### config.mk
export PLATFORM = sky130hd
export DESIGN_NAME = tt_mux_ctrl_seq
export DESIGN_NICKNAME = d
export VERILOG_FILES = /design/src/rtl/tt_mux_pkg.sv /design/src/rtl/tt_phase_timer.sv /design/src/rtl/tt_mux_ctrl_seq.sv
export SDC_FILE = /design/constraint.sdc
export NUM_CORES = 1
export LEC_CHECK = 0
export BUFFER_PORTS_ARGS = -buffer_cell sky130_fd_sc_hd__buf_2
export CAP_MARGIN = 20
export CORE_MARGIN = 2
export CORE_UTILIZATION = 35
export CTS_CLUSTER_DIAMETER = 50
export DETAILED_ROUTE_END_ITERATION = 10
export HOLD_SLACK_MARGIN = 0.05
export PLACE_DENSITY = 0.49
export SLEW_MARGIN = 40
export SYNTH_ARGS = -nofsm -noshare
export SYNTH_HDL_FRONTEND = slang
export SYNTH_SLANG_ARGS = --single-unit
### constraint.sdc
create_clock -name clk -period 3.15 [get_ports clk]
set_clock_uncertainty 0.05 [all_clocks]
set_input_delay 0.315 -clock clk [delete_from_list [all_inputs] [get_ports clk]]
set_output_delay 0.315 -clock clk [all_outputs]
set_load 0.02 [all_outputs]
### src/rtl/tt_mux_pkg.sv
// Shared types and defaults for the TinyTapeout mux control sequencer.
package tt_mux_pkg;

  typedef enum logic [2:0] {
    S_IDLE    = 3'd0,
    S_DISABLE = 3'd1,
    S_RESET   = 3'd2,
    S_INC_HI  = 3'd3,
    S_INC_LO  = 3'd4,
    S_ENABLE  = 3'd5
  } seq_state_e;

  localparam int PULSE_CYCLES_DEF = 4;
  localparam int RST_CYCLES_DEF   = 8;

  function automatic int max_i(input int a, input int b);
    return (a > b) ? a : b;
  endfunction

endpackage

### src/rtl/tt_phase_timer.sv
// Loadable down-counter shared by every timed phase of the sequencer.
// Loading L-1 makes expire assert in the L-th cycle after the load edge.
module tt_phase_timer #(
  parameter int TW = 4
) (
  input  logic          clk,
  input  logic          reset_n,
  input  logic          load,
  input  logic [TW-1:0] load_val,
  output logic          expire
);

  logic [TW-1:0] cnt;
  logic          active;

  assign expire = active && (cnt == '0);

  // Count down while armed; disarm on expiry unless reloaded the same edge.
  always_ff @(posedge clk or negedge reset_n) begin
    if (!reset_n) begin
      cnt    <= '0;
      active <= 1'b0;
    end else if (load) begin
      cnt    <= load_val;
      active <= 1'b1;
    end else if (active) begin
      if (cnt == '0) active <= 1'b0;
      else           cnt    <= cnt - 1'b1;
    end
  end

endmodule

### src/rtl/tt_mux_ctrl_seq.sv
// Sequencer for the mux design-select pins (sel_rst_n / sel_inc / ena).
// Takes one addressed request at a time and walks disable, optional
// select-reset, N increment pulses, then re-enable with a done pulse.
module tt_mux_ctrl_seq
  import tt_mux_pkg::*;
#(
  parameter int ADDR_W       = 10,
  parameter int PULSE_CYCLES = PULSE_CYCLES_DEF,
  parameter int RST_CYCLES   = RST_CYCLES_DEF
) (
  input  logic              clk,
  input  logic              reset_n,
  input  logic              req_valid,
  output logic              req_ready,
  input  logic [ADDR_W-1:0] req_addr,
  input  logic              req_ena,
  output logic              busy,
  output logic              done,
  output logic [ADDR_W-1:0] cur_addr,
  output logic              cur_valid,
  output logic              ctrl_sel_rst_n,
  output logic              ctrl_sel_inc,
  output logic              ctrl_ena
);

  localparam int TW = $clog2(max_i(PULSE_CYCLES, RST_CYCLES)) + 1;
  localparam logic [TW-1:0] P_LD = TW'(PULSE_CYCLES - 1);
  localparam logic [TW-1:0] R_LD = TW'(RST_CYCLES - 1);

  seq_state_e        state;
  logic [ADDR_W-1:0] n_cnt;
  logic              rst_path;
  logic              ena_q;
  logic              tmr_load;
  logic [TW-1:0]     tmr_val;
  logic              expire;
  logic              accept;

  // The done cycle is already IDLE, so it is masked out of ready to give
  // back-to-back requests one idle cycle between sequences.
  assign req_ready = (state == S_IDLE) && !done;
  assign busy      = (state != S_IDLE);
  assign accept    = req_valid && req_ready;

  // Arm the phase timer on the same edge that enters each timed state.
  always_comb begin
    tmr_load = 1'b0;
    tmr_val  = P_LD;
    case (state)
      S_IDLE:    tmr_load = accept;
      S_DISABLE: begin
        if (expire) begin
          if (rst_path) begin
            tmr_load = 1'b1;
            tmr_val  = R_LD;
          end else begin
            tmr_load = (n_cnt != '0);
          end
        end
      end
      S_RESET:   tmr_load = expire && (n_cnt != '0);
      S_INC_HI:  tmr_load = expire;
      S_INC_LO:  tmr_load = expire && (n_cnt != ADDR_W'(1));
      default:   tmr_load = 1'b0;
    endcase
  end

  tt_phase_timer #(.TW(TW)) u_timer (
    .clk      (clk),
    .reset_n  (reset_n),
    .load     (tmr_load),
    .load_val (tmr_val),
    .expire   (expire)
  );

  // Sequencer FSM with registered pin outputs and tracked mux address.
  always_ff @(posedge clk or negedge reset_n) begin
    if (!reset_n) begin
      state          <= S_IDLE;
      n_cnt          <= '0;
      rst_path       <= 1'b0;
      ena_q          <= 1'b0;
      done           <= 1'b0;
      cur_addr       <= '0;
      cur_valid      <= 1'b0;
      ctrl_sel_rst_n <= 1'b0;
      ctrl_sel_inc   <= 1'b0;
      ctrl_ena       <= 1'b0;
    end else begin
      done <= 1'b0;
      case (state)
        S_IDLE: begin
          if (accept) begin
            ena_q    <= req_ena;
            ctrl_ena <= 1'b0;
            state    <= S_DISABLE;
            // Forward-only moves from a known address skip the select-reset.
            if (cur_valid && (req_addr >= cur_addr)) begin
              rst_path <= 1'b0;
              n_cnt    <= req_addr - cur_addr;
            end else begin
              rst_path <= 1'b1;
              n_cnt    <= req_addr;
            end
          end
        end
        S_DISABLE: begin
          if (expire) begin
            if (rst_path) begin
              ctrl_sel_rst_n <= 1'b0;
              state          <= S_RESET;
            end else if (n_cnt != '0) begin
              ctrl_sel_inc <= 1'b1;
              state        <= S_INC_HI;
            end else begin
              state <= S_ENABLE;
            end
          end
        end
        S_RESET: begin
          if (expire) begin
            ctrl_sel_rst_n <= 1'b1;
            cur_addr       <= '0;
            cur_valid      <= 1'b1;
            if (n_cnt != '0) begin
              ctrl_sel_inc <= 1'b1;
              state        <= S_INC_HI;
            end else begin
              state <= S_ENABLE;
            end
          end
        end
        S_INC_HI: begin
          if (expire) begin
            ctrl_sel_inc <= 1'b0;
            state        <= S_INC_LO;
          end
        end
        S_INC_LO: begin
          if (expire) begin
            cur_addr <= cur_addr + ADDR_W'(1);
            n_cnt    <= n_cnt - ADDR_W'(1);
            if (n_cnt != ADDR_W'(1)) begin
              ctrl_sel_inc <= 1'b1;
              state        <= S_INC_HI;
            end else begin
              state <= S_ENABLE;
            end
          end
        end
        S_ENABLE: begin
          ctrl_ena <= ena_q;
          done     <= 1'b1;
          state    <= S_IDLE;
        end
        default: state <= S_IDLE;
      endcase
    end
  end

endmodule

-- Word-level counts from Yosys, hierarchy flattened
Index checks and enable logic that the tools add are counted.
- reduce and logical (&&, ||, !) cells: 26
- mux-type cells: 44
- add/subtract/negate cells: 4
- magnitude comparators: 1
- equal/unequal tests: 15
- operators with widths (kind ; number):
    10-bit two-way mux ; 5
    10-bit case mux with 2 select lines ; 2
    3-bit two-way mux ; 10
    1-bit two-way mux ; 18
    2-bit inequality test (second input constant) ; 9
    4-bit two-way mux ; 4
    3-bit case mux with 5 select lines ; 1
    10-bit by 1-bit adder with 10-bit output (second input constant) ; 1
    10-bit greater-or-equal comparator ; 1
    10-bit by 1-bit inequality test with 1-bit output (second input constant) ; 1
    10-bit nonzero test ; 1
    2-bit nonzero test ; 5
    10-bit by 1-bit subtractor with 10-bit output (second input constant) ; 1
    10-bit subtractor ; 1
    2-bit AND reduction ; 4
    7-bit AND reduction ; 1
    3-bit by 2-bit == test with 1-bit output (second input constant) ; 2
    3-bit == test (second input constant) ; 2
    1-bit logical AND ; 6
    3-bit AND reduction ; 2
    1-bit case mux with 5 select lines ; 1
    5-bit AND reduction ; 1
    4-bit zero test ; 1
    1-bit case mux with 2 select lines ; 2
    other kinds (8) ; 8
- output and inout port bits: 17
- logic and storage cells: 102
- bits in registers: 35

-- Depth between registers and ports, before layout
Gate-level depths: netlist of the first run.
- depth after elaboration: 6
- gate-level depth with buffers: 10

-- Hierarchy
Synthesis of the first run repeated with hierarchy kept, for this count alone.
- cell total of the unflattened synthesis: 334
- area, all modules: 2723.9 um^2
- modules (own cells, without submodules) (module ; cells an instance ; area an instance (um^2) ; instances):
    tt_mux_ctrl_seq ; 302 ; 2426.1 ; 1
    tt_phase_timer ; 32 ; 297.8 ; 1

-- Least setup slack after synthesis of the first run
OpenSTA, ideal clock, no wires.
- path type: register -> register
- from: reg cur_addr[0]
- to: reg n_cnt[6]
- period minus slack after synthesis: 2326 ps
- slack: 824 ps
- library setup time: 126 ps
- arrival time: 2150 ps
- buffers on the path: 0
- cell stages (with the launch flop): 9
- path through: dfrtp_1 -> ha_1 -> fa_1 -> nor2b_1 -> o21bai_2 -> a21oi_2 -> o211a_1 -> nor2_1 -> a311o_1
- longest elaborated chain between the ends: 5
- ends and longest elaborated chain (what ; line ; source):
    from (decl) ; tt_mux_ctrl_seq.sv:19 ; output logic [ADDR_W-1:0] cur_addr,
    from (signal assigned) ; tt_mux_ctrl_seq.sv:141 ; cur_addr <= cur_addr + ADDR_W'(1);
    10-bit greater-or-equal comparator ; tt_mux_ctrl_seq.sv:98 ; if (cur_valid && (req_addr >= cur_addr)) begin
    1-bit logical AND ; tt_mux_ctrl_seq.sv:98 ;
    10-bit two-way mux (*) ; tt_mux_ctrl_seq.sv:98 ;
    10-bit two-way mux (*) ; tt_mux_ctrl_seq.sv:93 ; if (accept) begin
    10-bit case mux with 2 select lines (*) ; tt_mux_ctrl_seq.sv:91 ; case (state)
    to (signal assigned) ; tt_mux_ctrl_seq.sv:100 ; n_cnt <= req_addr - cur_addr;
    to (signal assigned) ; tt_mux_ctrl_seq.sv:103 ; n_cnt <= req_addr;
    to (signal assigned) ; tt_mux_ctrl_seq.sv:142 ; n_cnt <= n_cnt - ADDR_W'(1);
    to (decl) ; tt_mux_ctrl_seq.sv:31 ; logic [ADDR_W-1:0] n_cnt;
Mark *: on every way between the ends. The rest lies on a longest branch, timed or not. The select of a mux whose other input is x is not followed.
A chain may end at the register's enable or synchronous reset.

-- Worst setup path in the final report of the first run
Ends and elaborated chain as after synthesis.

==> run metrics, run 1 <==
outcome finished clean; post-synth top area cell dfrtp_1; via density per instance 5.26; number of routed nets with antenna violations 0; Setup TNS 0 ns; RR Endpoint n_cnt[6]; Post-synth ARST share 1.00; initial DRC count 120; unrepaired setup endpoints after global routing false; R2R Setup Slk 0.70 ns; number of flops mapped to enable cells by yosys 0; IO Count 31; layer carrying the most global-route usage met2; fill count 809; hpwl dp 5000 µm; vias in the first global route 2263; crit path launch type register; GPL Wtd Cong 0.821; met3 usage 0.0332; Rel. slew slack 0.471; Netlist cell types 65; Std-Cell Rows 31; final slew viol count 0; Buf/Inv on CP 0; Final min period 2.45 ns; Routed WL per cell 15.1 µm; Worst EP arrival 2.58 ns; M2 GR Usage 0.249; Worst Setup Slack, final 0.696 ns; first-pass GRT wire length 11200 µm; slowest CP cell dfrtp_1; GRT Util Overall 0.167; count leader, synth dfrtp_1; Post-route DRC 0; Die Area 8300 µm²; Pleak 1.32 nW; slowest stage delay, CP 0.44 ns; H-tree depth 2; Cells after Synth 310; Non-Filler Instances 437; DR pass1 iterations 4; IR drop worst, VDD 124 µV; critical path cell sequence ha_1, fa_1, nor2b_1, o21bai_2, a21oi_2, o211a_1, nor2_1, a311o_1; clock-pin slew on the worst setup and hold paths 0.08 ns; layout cells sized above 1 0.166; top cell type's share of synthesized area 0.330; Die Y 91.1 µm; reg2reg path depth 8; Worst Hold Class in -> reg; area of placed instances 2860 µm²; clock root cell clkbuf_8; fin crit share 0.779; post-route cell area 2990 µm²; Layout area overhead 12.4%; TritonCTS buffer count 5; CTS max path bufs 2; flop and latch count out of synthesis 35; crit-path max FO 7; pin count of the biggest net entering global routing 36; total grt overflow 0; Starting Density 0.364; main flop type after synthesis dfrtp_1; Worst Hold Depth 3; total number of vias 2298; Worst-Skew Late Latency 0.30 ns; hold path start req_ena; P per Cell Area 318 nW/µm²; FMAX 408 MHz; final-report hold violation count 0; worst slack, placed 0.695 ns; CTS Sinks 35; cts repair resizes 0; diode count 0; number of max-cap violations 0; core box area 7290 µm²; post-synth net total 341; met1 Usage GRT 0.245; CP endpoint kind register; multi-input logic area 1610 µm²; Syn. warnings 0; synthesized area 2660 µm²; Power Total 948 µW; WS Path Type reg -> reg; cell family with most CP delay compound AO/OA/AOI/OAI gates; actual slew at the worst max-slew pin 0.789 ns; Syn Area/Cell 8.56 µm²; Register Area 876 µm²; most frequent cells after synthesis dfrtp_1, nor2_1, nand2_1; Area contributors post-synth dfrtp_1, ha_1, xnor2_1; hold worst-path end ena_q; Inst Count DP 428; Worst EP required 3.28 ns; r2r startpoint cur_addr[0]; final WL 6580 µm; TritonCTS clock tree done; PortBufs 30; NumNets Final 368; antenna violations before repair 0; Final Setup Violations 0; sequential share of the synthesized area 0.330; width of the die 91.1 µm
-- sequential cells by signal, summed over array words and instances (netlist names) --
name / count
u_timer.cnt: 4
state: 3
done: 1
cur_addr: 10
n_cnt: 10
cur_valid: 1
ctrl_sel_rst_n: 1
ena_q: 1
ctrl_ena: 1
rst_path: 1
u_timer.active: 1
ctrl_sel_inc: 1
-- layout by cell type (no fill, tap or decap), types with 3 or more instances in the layout --
cell / n
a211oi_1: 3
a21oi_1: 19
a31oi_1: 3
and2_1: 3
and3_1: 3
buf_2: 29
buf_4: 4
clkbuf_8: 5
dfrtp_1: 35
ha_1: 16
inv_1: 21
nand2_1: 23
nand2b_1: 4
nand3_1: 13
nand4_1: 6
nor2_1: 34
nor3_1: 7
o211ai_1: 4
o21a_1: 5
o21ai_0: 19
o21ai_1: 3
o311ai_1: 3
o31ai_1: 3
or3_1: 4
xnor2_1: 15
xor2_1: 4
-- worst max path at each step --
stage,start,to,slack [ns],depth (start not counted)
after floorplan,cur_addr[0],n_cnt[6],0.82,8
after global placement,req_addr[0],n_cnt[6],0.75,10
after detailed placement,req_addr[0],n_cnt[6],0.70,10
after CTS,cur_addr[0],n_cnt[6],0.69,8
after global routing,cur_addr[0],n_cnt[2],0.50,8
final,cur_addr[0],n_cnt[6],0.70,8
-- metal layers --
metal	wire [µm]	vias up
met5	0	-
met4	82	0
met3	218	8
met2	2890	38
met1	3390	1085
li1	-	1167
-- final cells by class --
cell class                 count  area share
inverter                      21      0.0264
clock inverter                 3      0.0147
tap                           99      0.0415
timing repair buffer          34      0.0620
multi-input combinational    240       0.539
sequential                    35       0.293
clock buffer                   5      0.0231
-- worst reg2reg max path, stage by stage, from the launching register on --
cell,delay [ns]
dfrtp_1,0.44
ha_1,0.24
fa_1,0.40
nor2b_1,0.20
o21bai_2,0.10
a21oi_2,0.18
o211a_1,0.27
nor2_1,0.13
a311o_1,0.33
-- through the flow --
step	util	hold slack, ns
final	0.409	0.173
after global placement	0.392	0.418
after detailed placement	0.393	0.264
after CTS	0.409	0.167
after global routing	0.409	0.192
after floorplan	-	-0.0306
-- kinds of logic after synthesis --
| family | after synthesis | synth area share |
|---|---|---|
| simple gates | 117 | 0.237 |
| xor+xnor | 19 | 0.0627 |
| flops | 35 | 0.330 |
| fa+ha+maj | 17 | 0.0829 |
| compound gates | 87 | 0.223 |
| buf+inv | 35 | 0.0641 |
-- where the power goes --
part	internal [mW]	switching (mW)
logic	0.0340	0.0537
clock network	0.236	0.176
registers	0.449	0
-- repair_timing --
action                     in CTS  in global routing
hold endpoints to repair       35                  0
hold buffers                    1                  0
buffers inserted                0                  0
setup endpoints to repair       0                  0
Note: power is estimated with default switching activity, not from simulation.
==> run 2, diff against run 1 <==
Clock period 3.15 ns to 2.3 ns, I/O delays scaled along.
==> run metrics, run 2 (synthesis results as in run 1) <==
Starting Density 0.364; Die Y 91.1 µm; Power Internal 888 µW; combinational group share of total power 0.120; core box area 7290 µm²; NumNets Final 389; GRT Util Overall 0.171; fin crit share 0.963; Non-Filler Instances 458; TritonCTS buffer count 5; reg2reg path depth 9; critical path cell sequence ha_4, fa_2, nor2b_4, o21bai_4, a21oi_4, o211ai_1, buf_4, a21oi_4, o31ai_2; total grt overflow 0; Reg power frac 0.516; Layout area overhead 21.4%; initial DRC count 209; Routed WL per cell 15.0 µm; slowest CP cell dfrtp_2; final WL 6850 µm; Largest regs cur_addr x10, n_cnt x10, u_timer.cnt x4; hold path start req_ena; Final min period 2.21 ns; final slew viol count 0; IR drop worst, VDD 218 µV; crit-path max FO 4; Worst EP arrival 2.31 ns; R2R Setup Slk 0.09 ns; via density per instance 5.26; Worst-Skew Late Latency 0.28 ns; Buf/Inv on CP 1; outcome finished clean; cell mode on critical path a21oi_4; first-pass GRT wire length 11600 µm; crit path launch type register; Worst EP required 2.40 ns; fill count 756; final-report hold violation count 0; DR pass1 iterations 4; vias in the first global route 2379; WS Path Type reg -> reg; GPL Wtd Cong 0.831; Clock power frac 0.364; RR Endpoint n_cnt[9]; Rel. slew slack 0.661; H-tree depth 2; FMAX 452 MHz; PortBufs 30; cell family with most CP delay compound AO/OA/AOI/OAI gates; Inst Count DP 447; Power Total 1.19 mW; hpwl dp 5280 µm; diode count 0; Sw Share 0.255; r2r startpoint cur_addr[0]; layout cells sized above 1 0.259; hold worst-path end ena_q; Post-route DRC 0; clock root cell clkbuf_8; unrepaired setup endpoints after global routing true; Worst Hold Class in -> reg; number of routed nets with antenna violations 0; Pleak 1.42 nW; slowest stage delay, CP 0.43 ns; Final Setup Violations 0; CTS max path bufs 2; P per Cell Area 370 nW/µm²; Fin Hold WS 0.0848 ns; Die Area 8300 µm²; actual slew at the worst max-slew pin 0.505 ns; antenna violations before repair 0; multi-input logic area 1720 µm²; IO Count 31; width of the die 91.1 µm; Std-Cell Rows 31; CTS Sinks 35; total number of vias 2407; Register Area 878 µm²; clock-pin slew on the worst setup and hold paths 0.07 ns; number of max-cap violations 0; Worst Hold Depth 3; most frequent cells in the layout nor2_1, dfrtp_1, buf_2; pin count of the biggest net entering global routing 19; TritonCTS clock tree done; Sw Pwr 304 µW; CP endpoint kind register
## run 2: changes by cell type in the layout (fill, tap and decap cells not counted), sizes merged
| cell | change |
|---|---|
| buf | +21 |
| bufinv | -1 |
| clkbuf | +1 |
| clkinv | -1 |
| clkinvlp | +1 |
## run 2: power groups by stage
stage	Sequential (mW)	Combinational, mW	Clock, mW
after floorplan	0.627	0.0729	0
after global placement	0.627	0.126	0
after detailed placement	0.627	0.126	0
after CTS	0.615	0.128	0.456
after global routing	0.615	0.162	0.489
final	0.615	0.143	0.433
## run 2: timing repair
action                     4_1_cts  5_1_grt
hold buffers                     1        0
setup endpoints to repair        1       10
cloned                           0        0
hold endpoints to repair        17        0
buffers inserted                 0        2
gates resized for setup          1       22
pin swaps                        0        5
## run 2: layout make-up
class                           count  share of cell area
Sequential cell                    35               0.273
Clock buffer                        6              0.0225
Multi-Input combinational cell    240               0.533
Clock inverter                      2             0.00388
Timing Repair Buffer               55               0.106
Tap cell                           99              0.0384
Inverter                           21              0.0245
## run 2: through the flow
step            util  worst slack [ns]  TNS (ns)  cell area [µm²]
2_1_floorplan      -            0.0143         0             2660
3_3_place_gp   0.412            0.0434         0             3000
3_5_place_dp   0.412            0.0139         0             3000
4_1_cts        0.425            0.0231         0             3100
5_1_grt        0.442           -0.0170   -0.0375             3220
6_report       0.442            0.0858         0             3220
## run 2: worst max path at each step
stage	startpoint	end	slack [ns]	cells past startpoint
2_1_floorplan	cur_addr[0]	n_cnt[6]	0.01	8
3_3_place_gp	req_addr[0]	n_cnt[6]	0.04	10
3_5_place_dp	req_addr[0]	n_cnt[6]	0.01	10
4_1_cts	cur_addr[0]	n_cnt[6]	0.02	8
5_1_grt	cur_addr[2]	n_cnt[9]	-0.02	9
6_report	cur_addr[0]	n_cnt[9]	0.09	9
## run 2: worst min-delay path: cells and delay by family
family                 cells  cell delay [ns]
and+or+nand+nor            2             0.09
buffers and inverters      1             0.08
## run 2: metal layers
metal  global-route usage  up-vias  routed length [µm]
met4               0.0429        0                  48
met5                    0        -                   0
met1                0.240     1137                3370
li1                     -     1207                   -
met2                0.267       58                3110
met3               0.0390        5                 328
